**config.mk**
```make
export PLATFORM = sky130hd
export DESIGN_NAME = cdc_hs_receiver
export DESIGN_NICKNAME = d
export VERILOG_FILES = /design/src/rtl/cdc_hs_receiver_pkg.sv /design/src/rtl/req_sync_ff.sv /design/src/rtl/cdc_hs_receiver.sv
export SDC_FILE = /design/constraint.sdc
export NUM_CORES = 1
export LEC_CHECK = 0
export CAP_MARGIN = 20
export CORE_MARGIN = 2
export CORE_UTILIZATION = 30
export DETAILED_ROUTE_END_ITERATION = 12
export PLACE_DENSITY = 0.58
export SLEW_MARGIN = 25
export SYNTH_ARGS = -nofsm -noshare
export SYNTH_HDL_FRONTEND = slang
export SYNTH_SLANG_ARGS = --single-unit
```
**constraint.sdc**
```tcl
create_clock -name CLK -period 1.6 [get_ports CLK]
set_input_delay 0.24 -clock CLK [delete_from_list [all_inputs] [get_ports CLK]]
set_output_delay 0.24 -clock CLK [all_outputs]
set_load 0.005 [all_outputs]
```
**src/rtl/cdc_hs_receiver_pkg.sv**
```systemverilog
// Shared definitions for the REQ/ACK clock-domain-crossing handshake blocks.
package cdc_hs_receiver_pkg;

    // Default widths, also used by the source-side transmitter
    localparam int unsigned DEF_DATA_WIDTH = 8;
    localparam int unsigned DEF_STAGES     = 2;
    localparam int unsigned DEF_CNT_WIDTH  = 8;

    // Receiver handshake states
    typedef enum logic {
        IDLE  = 1'b0,
        ACKED = 1'b1
    } hs_state_e;

endpackage : cdc_hs_receiver_pkg

```
**src/rtl/req_sync_ff.sv**
```systemverilog
// Single-bit multi-flop synchronizer; plain flop chain with nothing between stages.
module req_sync_ff
    import cdc_hs_receiver_pkg::*;
#(
    parameter int unsigned STAGES = DEF_STAGES
) (
    input  logic CLK,
    input  logic RST,
    input  logic d_i,
    output logic q_o
);

    logic [STAGES-1:0] sync_q;

    // Shift the asynchronous input through the chain; cleared by reset
    always_ff @(posedge CLK or negedge RST) begin
        if (!RST) begin
            sync_q <= '0;
        end else begin
            sync_q <= {sync_q[STAGES-2:0], d_i};
        end
    end

    assign q_o = sync_q[STAGES-1];

endmodule : req_sync_ff

```
**src/rtl/cdc_hs_receiver.sv**
```systemverilog
// Destination side of a 4-phase REQ/ACK crossing: synchronizes REQ, captures the
// quasi-static source bus into a one-deep buffer and returns ACK to the source.
module cdc_hs_receiver
    import cdc_hs_receiver_pkg::*;
#(
    parameter int unsigned DATA_WIDTH = DEF_DATA_WIDTH,
    parameter int unsigned STAGES     = DEF_STAGES,
    parameter int unsigned CNT_WIDTH  = DEF_CNT_WIDTH
) (
    input  logic                  CLK,
    input  logic                  RST,
    input  logic                  REQ_ASYNC,
    input  logic [DATA_WIDTH-1:0] DATA_ASYNC,
    output logic                  ACK,
    output logic [DATA_WIDTH-1:0] OUT_DATA,
    output logic                  OUT_VALID,
    input  logic                  OUT_READY,
    output logic                  BUSY,
    output logic [CNT_WIDTH-1:0]  XFER_CNT
);

    hs_state_e             state_q, state_d;
    logic                  ack_q, ack_d;
    logic                  valid_q, valid_d;
    logic [DATA_WIDTH-1:0] data_q, data_d;
    logic [CNT_WIDTH-1:0]  cnt_q, cnt_d;
    logic                  req_s;
    logic                  pop_c;
    logic                  buf_free_c;

    // REQ crosses into CLK through the flop chain; DATA is never synchronized
    req_sync_ff #(
        .STAGES (STAGES)
    ) u_req_sync (
        .CLK (CLK),
        .RST (RST),
        .d_i (REQ_ASYNC),
        .q_o (req_s)
    );

    assign pop_c      = valid_q && OUT_READY;
    assign buf_free_c = !valid_q || OUT_READY;

    // State and output registers
    always_ff @(posedge CLK or negedge RST) begin
        if (!RST) begin
            state_q <= IDLE;
            ack_q   <= 1'b0;
            valid_q <= 1'b0;
            data_q  <= '0;
            cnt_q   <= '0;
        end else begin
            state_q <= state_d;
            ack_q   <= ack_d;
            valid_q <= valid_d;
            data_q  <= data_d;
            cnt_q   <= cnt_d;
        end
    end

    // Handshake sequencing; a pop and a capture in the same cycle keep VALID high
    always_comb begin
        state_d = state_q;
        ack_d   = ack_q;
        valid_d = valid_q;
        data_d  = data_q;
        cnt_d   = cnt_q;

        if (pop_c) begin
            valid_d = 1'b0;
        end

        case (state_q)
            IDLE: begin
                ack_d = 1'b0;
                if (req_s && buf_free_c) begin
                    data_d  = DATA_ASYNC;
                    valid_d = 1'b1;
                    ack_d   = 1'b1;
                    cnt_d   = cnt_q + CNT_WIDTH'(1);
                    state_d = ACKED;
                end
            end
            ACKED: begin
                ack_d = 1'b1;
                if (!req_s) begin
                    ack_d   = 1'b0;
                    state_d = IDLE;
                end
            end
            default: begin
                state_d = IDLE;
                ack_d   = 1'b0;
            end
        endcase
    end

    assign ACK       = ack_q;
    assign OUT_DATA  = data_q;
    assign OUT_VALID = valid_q;
    assign BUSY      = (state_q == ACKED);
    assign XFER_CNT  = cnt_q;

endmodule : cdc_hs_receiver
```
==> metrics.md, run 1 <==
| Metric | Value |
|---|---|
| Post-synthesis sequential area ratio | `63.2%` |
| Syn nets | `67` |
| Max Root-Sink Buffers | `2` |
| Dpl hpwl | `1.02 mm` |
| Layout Nets | `103` |
| R2R Path Start | `OUT_VALID$_DFF_PN0_` |
| Hold WC Path Type | `primary input to asynchronous set/reset pin` |
| Synth async-reset ratio | `100%` |
| Std cell rows | `18` |
| Crit path capture type | `output pin` |
| Post-route clock period utilization | `94.2%` |
| Initial Utilization | `31.7%` |
| Combinational Power Share | `30.8%` |
| Metal2 WL | `633 um` |
| TritonCTS buffer count | `3` |
| FF-to-FF setup slack | `260 ps` |
| Dominant cell type by area after synthesis | `dfrtp_1` |
| Worst-Margin Slew | `249 ps` |
| # IOs | `31` |
| Crit Path Category | `flip-flop to output pin` |
| Chip height | `55.4 um` |
| Final ANT Viol Nets | `0` |
| Metal-1 WL | `587 um` |
| RSZ-0062 raised after global routing | `no` |
| NetSw | `0.000392 W` |
| Clock Latency Late Sink | `300 ps` |
| Placer congestion estimate | `0.745` |
| Total Wirelength | `1.38 mm` |
| Core area | `2500 sq um` |
| Final setup fails | `0` |
| Leak pwr | `0.502 nW` |
| Pins Over Slew Limit | `0` |
| Fin. Hold Viols | `0` |
| Total iterations of the first detailed-routing run | `1` |
| Maximum fanout along the worst path | `6` |
| Sequential Power Share | `49.9%` |
| Setup TNS | `0 ps` |
| Global-route usage over all layers | `10.5%` |
| Syn Std Cell Area | `792 sq um` |
| Count leader, synth | `dfrtp_1` |
| Max_cap viols | `0` |
| Mean Syn Cell Area | `14.7 sq um` |
| Via-to-Cell Ratio | `4.44` |
| CTS tree | `done` |
| Top layer in use | `met4` |
| DR WL/cell | `11.6 um` |
| Yosys top cell area share | `63.2%` |
| WP buf/inv | `1` |
| Routed met3 length | `122 um` |
| Slowest Stage Delay on Critical Path | `530 ps` |
| Most common flop cell mapped by yosys | `dfrtp_1` |
| Critical Path Start Type | `flip-flop` |
| Status | `finished clean` |
| Register clock-pin slew on the reported worst setup and hold paths | `110 ps` |
| Rel. slew slack | `83.4%` |
| Area used by multi-input combinational logic | `269 sq um` |
| Ranking of synthesized cells by area | `dfrtp_1 63%, mux2_2 13%, xnor2_1 5.5%` |
| Fin util | `46.9%` |
| Seq. cell area | `503 sq um` |
| Vias | `528` |
| Critical Path, Cell by Cell | `clkdlybuf4s50_1` |
| Area delta synth->final | `48.0%` |
| Synth Register Bits | `20` |
| H-Tree Depth | `1` |
| Most instantiated cells after synthesis | `20 x dfrtp_1, 9 x mux2_2, 5 x xnor2_1` |
| DRT iter0 DRCs | `0` |
| Peak supply drop | `0.568 mV` |
| Clk pwr share | `19.4%` |
| Unique cell type count in the Yosys netlist | `16` |
| Largest net degree at the start of global routing | `21` |
| Critical path arrival | `1270 ps` |
| Die X-Extent | `55.4 um` |
| Share of cells above drive strength 1 | `22.5%` |
| First-pass GRT wire length | `2.44 mm` |
| GR Overflow Total | `0` |
| Residual DRC | `0` |
| Fmax | `664 MHz` |
| Pwr/cell area | `1260 nW/um^2` |
| Clock Root Buffer | `clkbuf_4` |
| Final Critical Period | `1510 ps` |
| CTS sink cnt | `20` |
| # diodes | `0` |
| Synth warn | `0` |
| Sw frac | `26.5%` |
| Critical path's slowest cell | `clkdlybuf4s50_1` |
| Syn Inst Count | `54` |
| EDFF count, synth | `0` |
| CP top delay family | `buffers and inverters` |
| Cell-internal power | `0.00109 W` |
| Filler instances | `230` |
| Initial antenna violation count | `0` |
| Number of port buffers | `30` |
| R2r worst-path depth | `4` |
| Final Skew | `3.55 ps` |
| Die ar. | `3070 sq um` |
| Vias in the first global route | `529` |
| WP data required | `1360 ps` |
| R2r endpoint | `OUT_DATA[3]$_DFFE_PN0P_` |
## cells in the final DEF (no fill, tap or decap)
master,instances
nor3b_4,1
mux2_2,9
clkdlybuf4s50_1,30
nor2_1,2
and4_1,1
clkbuf_8,1
and3_1,3
xor2_1,2
xnor2_1,5
clkbuf_4,3
buf_4,3
dfrtp_1,18
o21ai_0,1
nand2_1,2
inv_1,1
nand2b_2,1
ha_1,1
dfrtp_2,2
nand4_1,3
## layer usage
| layer | vias to the layer above | GRT usage [%] |
|---|---|---|
| met2 | 20 | 15.0 |
| met4 | 0 | 8.36 |
| met5 | - | 0 |
| li1 | 255 | - |
| met1 | 249 | 12.9 |
| met3 | 4 | 3.28 |
## power by group through the flow
stage	sequential, W	clock [W]	combinational (W)
after floorplan	0.000743	0	0.000160
after detailed placement	0.000749	0	0.000462
after global routing	0.000768	0.000319	0.000496
after CTS	0.000742	0.000305	0.000465
after global placement	0.000748	0	0.000460
final	0.000739	0.000287	0.000456
## area by class of cell
cell class	instances	area share (%)
multi-input combinational	31	22.9
sequential	20	42.9
tap	30	3.20
inverter	1	0.320
timing repair buffer	33	27.5
clock buffer	4	3.09
## worst max path at each step
stage	startpoint	endpoint	slack, ps	cells after the start
global route	XFER_CNT[2]$_DFFE_PN0P_	XFER_CNT[2]	40	1
floorplan	OUT_VALID$_DFF_PN0_	OUT_DATA[2]$_DFFE_PN0P_	210	4
finish	XFER_CNT[2]$_DFFE_PN0P_	XFER_CNT[2]	90	1
global placement	OUT_READY	OUT_DATA[3]$_DFFE_PN0P_	-50	5
detailed placement	OUT_READY	OUT_DATA[3]$_DFFE_PN0P_	-60	5
CTS	ACK$_DFF_PN0_	ACK	30	1
## worst reg2reg max path, delay by kind of cell (launching register included)
kind	cells	cell delay, ps
and+or+nand+nor	2	300
muxes	1	340
buffers and inverters	1	190
DFF	1	410
## kinds of logic (layout without fill, tap and decap cells)
logic type               after synthesis  after routing  share of synthesized area (%)
flip-flops                            20             20                           63.2
AND/OR/NAND/NOR                       13             13                           11.2
multiplexers                           9              9                           12.8
XOR/XNOR                               7              7                           7.74
buffers and inverters                  3             38                           2.84
adder cells (fa/ha/maj)                1              1                           1.58
AO/OA/AOI/OAI                          1              1                          0.631
## registers in the layout, indices dropped and copies added, names as in the netlist
register	count
ACK	1
XFER_CNT	8
OUT_VALID	1
OUT_DATA	8
u_req_sync.sync_q	2
## per-stage QoR
step           worst slack (ps)  instance area, sq um  power [W]  cells  hold slack (ps)
4_1_cts                    34.0                  1170    0.00151    119              261
5_1_grt                    36.5                  1170    0.00158    119              270
3_5_place_dp              -64.0                  1130    0.00121    115              337
3_3_place_gp              -55.0                  1130    0.00121    115              335
2_1_floorplan               208                   792   0.000902     54            -55.6
6_report                   93.3                  1170    0.00148    119              261
## timing repair
action / in CTS / in global routing
buffers inserted: 0 / 0
hold buffers: 0 / 0
endpoints found under the setup margin: 0 / 3
gates resized for setup: 0 / 2
(Power assumes the default switching activity.)
==> run 2: changes to the inputs <==
--- a/config.mk
+++ b/config.mk
@@ -9,7 +9,8 @@
 export CORE_MARGIN = 2
 export CORE_UTILIZATION = 30
 export DETAILED_ROUTE_END_ITERATION = 12
-export PLACE_DENSITY = 0.58
+export GPL_ROUTABILITY_DRIVEN = 0
+export PLACE_DENSITY = 0.6
 export SLEW_MARGIN = 25
 export SYNTH_ARGS = -nofsm -noshare
 export SYNTH_HDL_FRONTEND = slang
==> constraint.sdc (replaced) <==
create_clock -name CLK -period 1.3 [get_ports CLK]
set_input_delay 0.195 -clock CLK [delete_from_list [all_inputs] [get_ports CLK]]
set_output_delay 0.195 -clock CLK [all_outputs]
set_load 0.005 [all_outputs]
==> metrics.md, run 2 (same netlist as run 1, synthesis figures left out) <==
| Metric | Value |
|---|---|
| Status | `finished, violations left` |
| Failing checks | `setup timing` |
| Peak supply drop | `1.23 mV (+120%)` |
| Critical path's slowest cell | `dfrtp_1` |
| Global-route usage over all layers | `10.8% (+0.37 points)` |
| CTS sink cnt | `20 (unchanged)` |
| Via-to-Cell Ratio | `4.54 (+2.3%)` |
| DR WL/cell | `12.6 um (+9.2%)` |
| Clk pwr share | `18.3% (-1.1 points)` |
| Vias | `590 (+12%)` |
| Dpl hpwl | `1.09 mm (+7.6%)` |
| GR Overflow Total | `0 (unchanged)` |
| Crit Path Category | `flip-flop to flip-flop` |
| CP dominant cell by count | `buf_6` |
| DRT iter0 DRCs | `8 (+8)` |
| # IOs | `31 (unchanged)` |
| RSZ-0062 raised after global routing | `yes` |
| Area delta synth->final | `63.3%` |
| Hold WC Path Type | `primary input to asynchronous set/reset pin` |
| WP data required | `1490 ps (+130 ps)` |
| Fmax | `752 MHz` |
| Final instance area | `1290 sq um (+10%)` |
| Chip height | `55.4 um (unchanged)` |
| Leak pwr | `0.649 nW (+29%)` |
| Setup TNS | `-234 ps (-234 ps)` |
| Pwr/cell area | `1520 nW/um^2 (+20%)` |
| Sw frac | `28.0% (+1.5 points)` |
| Std cell rows | `18 (unchanged)` |
| Initial antenna violation count | `0 (unchanged)` |
| Die ar. | `3070 sq um (unchanged)` |
| Total Wirelength | `1.64 mm (+19%)` |
| Combinational Power Share | `38.8% (+8.0 points)` |
| Critical Path Start Type | `flip-flop` |
| Final setup fails | `11 (+11)` |
| Final ANT Viol Nets | `0 (unchanged)` |
| Critical path arrival | `1520 ps (+250 ps)` |
| Cts hold-fix bufs | `0 (unchanged)` |
| Largest net degree at the start of global routing | `21 (unchanged)` |
| Slowest Stage Delay on Critical Path | `410 ps (-120 ps)` |
| Clock Latency Late Sink | `300 ps (about the same)` |
| Minimum hold slack | `212 ps (-48.4 ps)` |
| Share of cells above drive strength 1 | `31.0% (+8.5 points)` |
| NetSw | `0.000550 W (+40%)` |
| Sequential Power Share | `42.9% (-7.0 points)` |
| Place WS | `-321 ps (-257 ps)` |
| Number of port buffers | `30 (unchanged)` |
| Setup WS post-layout | `-29.2 ps (-122 ps)` |
| Maximum fanout along the worst path | `6 (unchanged)` |
| Max Root-Sink Buffers | `2 (unchanged)` |
| Critical Path, Cell by Cell | `buf_6 -> nor3b_4 -> buf_6 -> mux2_4` |
| Core area | `2500 sq um (unchanged)` |
| Post-route insts no fill | `130 (+9.2%)` |
| Post-route clock period utilization | `102%` |
| # diodes | `0 (unchanged)` |
| Residual DRC | `0 (unchanged)` |
| Layout Nets | `114 (+11%)` |
| Initial Utilization | `31.7% (unchanged)` |
| Cell-internal power | `0.00141 W (+30%)` |
| Worst-Margin Slew | `252 ps (+3.07 ps)` |
| Crit path capture type | `flip-flop` |
| CTS tree | `done` |
| TritonCTS buffer count | `3 (unchanged)` |
| Final Skew | `7.17 ps (+3.61 ps)` |
| Fin. Hold Viols | `0 (unchanged)` |
| First-pass GRT wire length | `2.60 mm (+6.8%)` |
| Max_cap viols | `0 (unchanged)` |
| Pins Over Slew Limit | `0 (unchanged)` |
| Most common cell after layout, fill and taps aside | `dfrtp_1` |
| Total iterations of the first detailed-routing run | `2 (+1)` |
| Rel. slew slack | `83.2% (-0.20 points)` |
| Placed Instance Area | `1170 sq um (+3.1%)` |
| Die X-Extent | `55.4 um (unchanged)` |
| H-Tree Depth | `1 (unchanged)` |
| Final Critical Period | `1330 ps` |
| Register clock-pin slew on the reported worst setup and hold paths | `110 ps (about the same)` |
| Vias in the first global route | `584 (+10%)` |
| Clock Root Buffer | `clkbuf_4` |
| Commonest cells after routing, fill and taps aside | `20 x dfrtp_1, 18 x dlygate4sd2_1, 11 x clkdlybuf4s50_1` |
| Placed insts | `117 (+1.7%)` |
[run 2: cell count changes in the layout (fill, tap and decap cells not counted), moves of 4 or more]
cell	before	now
buf_6	0	4
dlygate4sd2_1	0	18
mux2_4	0	9
buf_4	3	10
clkdlybuf4s50_1	30	11
mux2_2	9	0
[run 2: final cells by class]
type	instances	area, sq um
fillers	247	1210
flip-flops and latches	20	500
repair buffers	44	398
multi-input cells	31	318
well taps	30	37.5
clock buffers	4	36.3
inverters	1	3.75
[run 2: final timing paths]
kind,depth (start not counted),slack (ps),from,endpoint
setup / recovery,4,-30,ACK$_DFF_PN0_,OUT_DATA[1]$_DFFE_PN0P_
max in group asynchronous,2,880,RST,ACK$_DFF_PN0_
min in group CLK,1,330,REQ_ASYNC,u_req_sync.sync_q[0]$_DFF_PN0_
hold reg to reg,0,370,u_req_sync.sync_q[0]$_DFF_PN0_,u_req_sync.sync_q[1]$_DFF_PN0_
setup reg to reg,4,-30,ACK$_DFF_PN0_,OUT_DATA[1]$_DFFE_PN0P_
hold / removal,2,210,RST,XFER_CNT[2]$_DFFE_PN0P_
[run 2: critical path: cells and delay by family (launching register included)]
kind / cells / cell delay (ps)
mux: 1 / 300
flops: 1 / 410
buf+inv: 2 / 310
simple gates: 1 / 200
[run 2: repair_timing]
item,in CTS,in global routing
setup buffers,9,0
setup endpoints to repair,30,18
gates resized for setup,19,12
pin swaps,0,3
gates cloned,0,0
[run 2: through the flow]
step	utilization (%)	power [W]
after CTS	49.9	0.00192
after detailed placement	46.7	0.00153
after global routing	51.8	0.00210
final	51.8	0.00197
after global placement	46.7	0.00151
after floorplan	-	0.00113
[run 2: power groups by stage]
stage	Combinational (W)	Clock [W]	Sequential, W
after CTS	0.000705	0.000374	0.000844
after floorplan	0.000214	0	0.000916
after global routing	0.000829	0.000406	0.000860
after global placement	0.000593	0	0.000922
final	0.000763	0.000360	0.000843
after detailed placement	0.000602	0	0.000928
[run 2: metal layers]
layer	part of all wire [%]	global-route usage [%]	vias up
met5	0	0	-
met4	0.91	3.14	0
met3	6.5	4.92	2
met2	48	16.5	23
met1	45	13.8	292
li1	-	-	273
